<file path="src/rtl/lsu_defs.sv">
// Shared definitions for the load/store unit: funct3 codes, FSM encoding,
// timeout counter width and the request legality check.
package lsu_defs;

    typedef enum logic [1:0] {
        ST_IDLE  = 2'd0,
        ST_ISSUE = 2'd1,
        ST_WAIT  = 2'd2,
        ST_RESP  = 2'd3
    } lsu_state_e;

    localparam logic [2:0] F3_B  = 3'b000;
    localparam logic [2:0] F3_H  = 3'b001;
    localparam logic [2:0] F3_W  = 3'b010;
    localparam logic [2:0] F3_BU = 3'b100;
    localparam logic [2:0] F3_HU = 3'b101;

    localparam int TIMEOUT_W = 16;

    // True when the request must be answered with an error and never reach the bus.
    function automatic logic req_bad(input logic wen, input logic [2:0] f3, input logic [1:0] off);
        logic legal;
        logic mis;
        if (wen) begin
            legal = (f3 == F3_B) || (f3 == F3_H) || (f3 == F3_W);
        end else begin
            legal = (f3 == F3_B) || (f3 == F3_H) || (f3 == F3_W) || (f3 == F3_BU) || (f3 == F3_HU);
        end
        mis = ((f3[1:0] == 2'b01) && off[0]) || ((f3[1:0] == 2'b10) && (off != 2'b00));
        return !legal || mis;
    endfunction

endpackage

</file>
<file path="src/rtl/lsu_align.sv">
// Byte-lane steering for the LSU: store data shift, write-mask generation and
// load data extraction with sign/zero extension. Purely combinational.
module lsu_align
    import lsu_defs::*;
(
    input  logic        wen_i,
    input  logic [2:0]  funct3_i,
    input  logic [1:0]  offset_i,
    input  logic [31:0] wdata_i,
    input  logic [31:0] rsp_rdata_i,
    output logic [31:0] mem_wdata_o,
    output logic [3:0]  mem_wmask_o,
    output logic [31:0] load_data_o
);

    logic [4:0]  shamt;
    logic [31:0] lane;

    assign shamt = {offset_i, 3'b000};

    always_comb begin
        mem_wdata_o = wdata_i << shamt;
        mem_wmask_o = 4'b0000;
        if (wen_i) begin
            case (funct3_i[1:0])
                2'b00:   mem_wmask_o = 4'b0001 << offset_i;
                2'b01:   mem_wmask_o = 4'b0011 << offset_i;
                default: mem_wmask_o = 4'b1111;
            endcase
        end

        lane = rsp_rdata_i >> shamt;
        case (funct3_i)
            F3_B:    load_data_o = {{24{lane[7]}}, lane[7:0]};
            F3_H:    load_data_o = {{16{lane[15]}}, lane[15:0]};
            F3_BU:   load_data_o = {24'h000000, lane[7:0]};
            F3_HU:   load_data_o = {16'h0000, lane[15:0]};
            default: load_data_o = lane;
        endcase
    end

endmodule

</file>
<file path="src/rtl/lsu_ctrl.sv">
// Load/store unit controller: accepts one access at a time from the execute
// stage, issues it on the bus, and returns the aligned result or an error.
module lsu_ctrl
    import lsu_defs::*;
#(
    parameter int unsigned TIMEOUT_CYCLES = 255
) (
    input  logic        clk,
    input  logic        rst_n,
    input  logic        req_valid,
    output logic        req_ready,
    input  logic        req_wen,
    input  logic [2:0]  req_funct3,
    input  logic [31:0] req_addr,
    input  logic [31:0] req_wdata,
    output logic        resp_valid,
    input  logic        resp_ready,
    output logic [31:0] resp_rdata,
    output logic        resp_err,
    output logic        mem_req_valid,
    input  logic        mem_req_ready,
    output logic        mem_wen,
    output logic [31:0] mem_addr,
    output logic [31:0] mem_wdata,
    output logic [3:0]  mem_wmask,
    input  logic        mem_rsp_valid,
    output logic        mem_rsp_ready,
    input  logic [31:0] mem_rsp_rdata,
    input  logic        mem_rsp_err,
    output logic [1:0]  dbg_state_o
);

    // Handshakes: a transfer happens on a rising edge where valid and ready are
    // both high; valid never depends on ready and its payload is held until then.

    localparam logic [TIMEOUT_W-1:0] TO_LIMIT = TIMEOUT_W'(TIMEOUT_CYCLES);

    lsu_state_e           state_q, state_d;
    logic                 wen_q;
    logic [2:0]           f3_q;
    logic [31:0]          addr_q, wdata_q;
    logic [31:0]          rdata_q, rdata_d;
    logic                 err_q, err_d;
    logic [TIMEOUT_W-1:0] cnt_q, cnt_d, cnt_inc;
    logic                 capture;
    logic                 timeout_hit;
    logic [31:0]          load_data;

    lsu_align u_align (
        .wen_i       (wen_q),
        .funct3_i    (f3_q),
        .offset_i    (addr_q[1:0]),
        .wdata_i     (wdata_q),
        .rsp_rdata_i (mem_rsp_rdata),
        .mem_wdata_o (mem_wdata),
        .mem_wmask_o (mem_wmask),
        .load_data_o (load_data)
    );

    assign cnt_inc     = cnt_q + TIMEOUT_W'(1);
    assign timeout_hit = (cnt_inc == TO_LIMIT);

    always_comb begin
        state_d = state_q;
        cnt_d   = cnt_q;
        rdata_d = rdata_q;
        err_d   = err_q;
        capture = 1'b0;
        case (state_q)
            ST_IDLE: begin
                if (req_valid) begin
                    capture = 1'b1;
                    if (req_bad(req_wen, req_funct3, req_addr[1:0])) begin
                        state_d = ST_RESP;
                        err_d   = 1'b1;
                        rdata_d = 32'h0;
                    end else begin
                        state_d = ST_ISSUE;
                        cnt_d   = '0;
                    end
                end
            end
            ST_ISSUE: begin
                cnt_d = cnt_inc;
                if (timeout_hit) begin
                    state_d = ST_RESP;
                    err_d   = 1'b1;
                    rdata_d = 32'h0;
                end else if (mem_req_ready) begin
                    state_d = ST_WAIT;
                end
            end
            ST_WAIT: begin
                cnt_d = cnt_inc;
                // A response landing on the timeout cycle still wins.
                if (mem_rsp_valid) begin
                    state_d = ST_RESP;
                    err_d   = mem_rsp_err;
                    rdata_d = wen_q ? 32'h0 : load_data;
                end else if (timeout_hit) begin
                    state_d = ST_RESP;
                    err_d   = 1'b1;
                    rdata_d = 32'h0;
                end
            end
            ST_RESP: begin
                if (resp_ready) begin
                    state_d = ST_IDLE;
                end
            end
            default: state_d = ST_IDLE;
        endcase
    end

    always_ff @(posedge clk or negedge rst_n) begin
        if (!rst_n) begin
            state_q <= ST_IDLE;
            cnt_q   <= '0;
            rdata_q <= 32'h0;
            err_q   <= 1'b0;
            wen_q   <= 1'b0;
            f3_q    <= 3'b000;
            addr_q  <= 32'h0;
            wdata_q <= 32'h0;
        end else begin
            state_q <= state_d;
            cnt_q   <= cnt_d;
            rdata_q <= rdata_d;
            err_q   <= err_d;
            if (capture) begin
                wen_q   <= req_wen;
                f3_q    <= req_funct3;
                addr_q  <= req_addr;
                wdata_q <= req_wdata;
            end
        end
    end

    assign req_ready     = (state_q == ST_IDLE);
    assign mem_req_valid = (state_q == ST_ISSUE);
    assign mem_rsp_ready = (state_q == ST_WAIT);
    assign resp_valid    = (state_q == ST_RESP);
    assign resp_rdata    = rdata_q;
    assign resp_err      = err_q;
    assign mem_wen       = wen_q;
    assign mem_addr      = {addr_q[31:2], 2'b00};
    assign dbg_state_o   = state_q;

endmodule

</file>
<file path="config.mk">
export PLATFORM = sky130hd
export DESIGN_NAME = lsu_ctrl
export DESIGN_NICKNAME = d
export VERILOG_FILES = /design/src/rtl/lsu_defs.sv /design/src/rtl/lsu_align.sv /design/src/rtl/lsu_ctrl.sv
export SDC_FILE = /design/constraint.sdc
export NUM_CORES = 1
export LEC_CHECK = 0
export ABC_AREA = 1
export ABC_CLOCK_PERIOD_IN_PS = 2700
export BUFFER_PORTS_ARGS = -buffer_cell sky130_fd_sc_hd__buf_2
export CAP_MARGIN = 20
export CORE_UTILIZATION = 53
export DETAILED_ROUTE_END_ITERATION = 10
export GPL_ROUTABILITY_DRIVEN = 0
export PLACE_DENSITY_LB_ADDON = 0.25
export SYNTH_ARGS = -nofsm -noshare
export SYNTH_HDL_FRONTEND = slang
export SYNTH_HIERARCHICAL = 1
export SYNTH_SLANG_ARGS = --single-unit
</file>
<file path="constraint.sdc">
create_clock -name clk -period 2.7 [get_ports clk]
set_input_delay 0.405 -clock clk [delete_from_list [all_inputs] [get_ports clk]]
set_output_delay 0.405 -clock clk [all_outputs]
set_load 0.1 [all_outputs]
</file>
# ---- Word level (Yosys, flattened, before mapping)
# Index checks and enable logic that the tools add are counted.
dict set report op_classes {
  n_addsub 1
  n_eq_ne 20
  shift 4
  mux 30
  reduce_logical 20
}
# cell count
set ops {}
lappend ops {{$mux 32} 5}
lappend ops {{$pmux 32 s4} 1}
lappend ops {{$pmux 32 s3} 1}
lappend ops {{$mux 16} 2}
lappend ops {{$pmux 16 s2} 1}
lappend ops {{$shl 32x5->32} 1}
lappend ops {{$shr 32x5->32} 1}
lappend ops {{$add 16x1->16 const B} 1}
lappend ops {{$eq 16x8->1 const B} 1}
lappend ops {{$mux 2} 7}
lappend ops {{$eq 3x3->1 const B} 4}
lappend ops {{$mux 1} 9}
lappend ops {{$pmux 2 s4} 1}
lappend ops {{$pmux 4 s2} 1}
lappend ops {{$eq 2x1->1 const B} 3}
lappend ops {{$eq 2x2->1 const B} 3}
lappend ops {{$eq 3x1->1 const B} 2}
lappend ops {{$logic_not 3->1} 2}
lappend ops {{$logic_or 1x1->1} 6}
lappend ops {{$reduce_and 3->1} 2}
lappend ops {{$logic_not 2->1} 2}
lappend ops {{$mux 4} 1}
lappend ops {{$ne 2x1->1 const B} 2}
lappend ops {{$ne 2x2->1 const B} 2}
lappend ops {{12 further kinds} 14}
dict set report word_totals {
  reg_bits 119
  inputBits 107
  output_inout_bits 108
  word_cells 83
}

# ---- Logic depth before layout (Yosys ltp)
dict set report logic_depth {
  depth_word 13
  depth_mapped 15
  ltp_nobuf 14
}

# ---- Modules after synthesis
# Netlist, hierarchy kept.
# mod instances cells_each area_each_um2 seq_area_each_um2
set by_module_without_submodules {}
lappend by_module_without_submodules {lsu_ctrl 1 838 6093.3 2977.9}
lappend by_module_without_submodules {lsu_align 1 267 1316.3 0.0}

# ---- Least setup slack after synthesis
# No wires, ideal clock.
dict set report synth_timing {
  path_type {register -> output}
  from {register addr_q[0]}
  to {output mem_wdata[26]}
  arrival_time_ns 3.032
  path_slack_ns -0.737
  path_stages_with_launch 7
  n_path_buf 3
  path_cell_list {dfrtp_1 > buf_6 > buf_6 > buf_4 > nand2_1 > o21ai_1 > o21ai_0}
}
dict set report synth_via {
  elab_chain_cells 1
}
# element line_no
set synth_rtl {}
lappend synth_rtl {{start: declaration} lsu_ctrl.sv:41} ;# logic [31:0] addr_q, wdata_q;
lappend synth_rtl {{start signal: assignment} lsu_ctrl.sv:133} ;# addr_q <= req_addr;
lappend synth_rtl {{$shl 32x5->32} lsu_align.sv:22} ;# mem_wdata_o = wdata_i << shamt;
lappend synth_rtl {{end: declaration} lsu_ctrl.sv:24} ;# output logic [31:0] mem_wdata,
# No other way between the ends.

# ---- Final worst setup path
dict set report layout_timing {
  from {register addr_q[1]}
  to {output mem_wmask[2]}
}
dict set report layout_via {
  elab_chain_cells 3
  elab_cells_between_ends 4
  classes_between {2 x shift; 2 x mux}
}
# element line_no
set layout_rtl {}
lappend layout_rtl {{$shl 2x2->4 / $shl 1x2->4 (equally long branches)} {lsu_align.sv:27, lsu_align.sv:26}}
lappend layout_rtl {{$pmux 4 s2 (*)} lsu_align.sv:25} ;# case (funct3_i[1:0])
lappend layout_rtl {{$mux 4 (*)} lsu_align.sv:24} ;# if (wen_i) begin
lappend layout_rtl {{end: declaration} lsu_ctrl.sv:25} ;# output logic [3:0] mem_wmask,
# Every way passes the cells marked *; elsewhere a longest branch is shown, timed or not.

==> run_results.csv <==
group,metric,value,unit
route,antenna_left,0,
synth,synth_area_leader_cell,"dfrtp_1",
sta,setup_ws,81.29,ps
die,num_rows,42,
die,die_w,120.2,um
global_routing,grt_use_total,0.3045,
synth,async_flop_share,1.000,
die,ios,215,
synth,yosysWarnings,6,
die,die_area,14460,sq um
worst_setup_path,required,2300,ps
synth,ys_seq_elements,119,
global_routing,grt_max_degree,69,
die,initial_core_util,0.5508,
placed_design,place_ws,479.6,ps
synth,syn_inst,1105,
sta,hold_violations,0,
die,core,13450,sq um
route,wire_per_inst,14.58,um
clock_tree,cts_buffer_depth,2,
synth,synth.most_common_cell,"nand2_1",
clock_tree,clock-root-buffer,"clkbuf_16",
placed_design,dp.cells,1421,
placed_design,portBuffers,212,
placed_design,dp_hpwl,14.62,mm
hold_path,worst_hold_path_type,"primary input to register",
worst_setup_path,end_kind,"primary output",
global_routing,grt_antenna_before_repair,1,
status,run_status,"completed",
sta,slew-limit-headroom,0.5367,
synth,netlist_top_cells_count,"nand2_1 (555), nand3_1 (124), dfrtp_1 (119), inv_1 (51), o21ai_0 (46)",
route,dr.first_iter.drc_count,594,
synth,netlist_area,7410,sq um
synth,yosys.cell_types.count,33,
synth,synth_area_leaders,"dfrtp_1 (40%), nand2_1 (28%), nand3_1 (8.4%)",
clock_tree,clk_latency,420,ps
route,firstDrtPassIters,5,
synth,synthDominantCellAreaShare,0.4019,
worst_setup_path,worstPathArrival,2210,ps
route,wl,21.22,mm
global_routing,grt_pass1_wl,34.38,mm
sta,clock_skew,7.175,ps
sta,final.period_utilization,0.9699,
clock_tree,postCtsSetupRepairBufs,0,
sta,max_freq,381.9,MHz
global_routing,grt_overflow_total,0,
clock_tree,cts_tree,"yes",
flow_run,maxCapViolCount,0,
route,via_count,7638,
worst_setup_path,worstSetupPathType,"register to primary output",
layout,area_delta_synth_final,27.98,%
sta,setup_viol,0,
clock_tree,cts_sinks,119,
sta,rsz0062_at_grt,"no",
layout,drive_gt1_frac,0.2347,
sta,drv_slew,0,
sta,worst_pin_slew,695.0,ps
layout,nets,1378,
clock_tree,path_clk_slew,60,ps
worst_setup_path,crit_path_start_kind,"register",
global_routing,grt_pass1_vias,7075,
route,drc,0,
die,die_y,120.2,um
worst_setup_path,path_max_fanout,23,
sta,min_period,2619,ps
synth,syn_area_per_cell,6.706,sq um
layout,fin_cells,1456,
synth,synth_ff_type,"dfrtp_1",
clock_tree,htree_levels,4,
synth,synth-edff-count,0,
layout,utilization,0.7049,
route,via_per_inst,5.246,
sta,tns,0,ps
synth,seq_area_frac_synth,0.4019,
clock_tree,cts_buffers,17,
## critical path, cell delays in order (launching register included)
cell and delay [ps]:
dfrtp_1 470, inv_4 240, nand2_4 110, inv_2 360, nand2_1 110, a21oi_1 270, buf_12 220
## sequential cells by signal (all words and copies together), names as in the netlist
register     cells
addr_q          32
cnt_q           16
dbg_state_o      2
f3_q             3
mem_wen          1
resp_err         1
resp_rdata      32
wdata_q         32
## final cells by class
| type | instances | area (sq um) |
|---|---|---|
| antenna | 2 | 5.005 |
| clock buffer | 17 | 425.4 |
| clock inverter | 15 | 163.9 |
| fill | 1157 | 3970 |
| inverter | 57 | 219.0 |
| multi-input combinational | 840 | 3689 |
| sequential | 119 | 2982 |
| tap | 176 | 220.2 |
| timing repair buffer | 230 | 1779 |
## cell usage in the layout, fill, tap and decap left out, types with 7 or more instances in the layout
| cell type | instances |
|---|---|
| inv_6 | 7 |
| o21ai_0 | 41 |
| nor2_1 | 35 |
| nand2_1 | 554 |
| buf_4 | 15 |
| a22oi_1 | 12 |
| a21oi_1 | 9 |
| o21ai_1 | 10 |
| nand3_1 | 124 |
| inv_1 | 51 |
| o22ai_1 | 7 |
| dfrtp_1 | 116 |
| buf_12 | 39 |
| clkbuf_16 | 17 |
| buf_2 | 175 |
## path summary, 6_finish.rpt
check | startpoint | end | slack [ps] | cells after the start
max reg2reg | cnt_q[1]$_DFFE_PN0P_ | resp_rdata[13]$_DFFE_PN0P_ | 470 | 15
max in group asynchronous | rst_n | wdata_q[9]$_DFFE_PN0P_ | 1560 | 3
max | addr_q[1]$_DFFE_PN0P_ | mem_wmask[2] | 80 | 6
min in group asynchronous | rst_n | cnt_q[3]$_DFFE_PN0P_ | 510 | 2
min reg2reg | addr_q[8]$_DFFE_PN0P_ | addr_q[8]$_DFFE_PN0P_ | 470 | 2
min | req_addr[23] | addr_q[23]$_DFFE_PN0P_ | 170 | 3
## metrics by stage
stage / cell area, sq um / hold WS, ps
floorplan: 7428 / 109.4
global route: 9478 / 172.4
global placement: 8877 / 431.8
detailed placement: 8877 / 428.2
finish: 9483 / 170.7
CTS: 9477 / 166.0
## cell families after synthesis
kind of cell             count (synthesis)  synth area share
other                                    1         0.0005061
buffers and inverters                  147            0.1042
AND/OR/NAND/NOR                        746            0.4181
AO/OA/AOI/OAI                           85           0.06400
XOR/XNOR                                 1          0.001182
flip-flops                             119            0.4019
adder cells (fa/ha/maj)                  6           0.01013
## layer usage
layer / vias up / part of all wire / track usage
li1: 3786 / - / -
met5: - / 0 / 0
met2: 310 / 0.49 / 0.4953
met4: 0 / 0.020 / 0.1204
met3: 41 / 0.088 / 0.08632
met1: 3501 / 0.41 / 0.3826
## timing repair
action | 4_1_cts | 5_1_grt
setup endpoints to repair | 0 | 2
hold endpoints to repair | 15 | 0
hold buffers | 1 | 0
gates resized for setup | 0 | 1
Power is left out: the tool's default activity adds up to more than one toggle a clock period on the data nets, which glitch-free logic cannot reach.
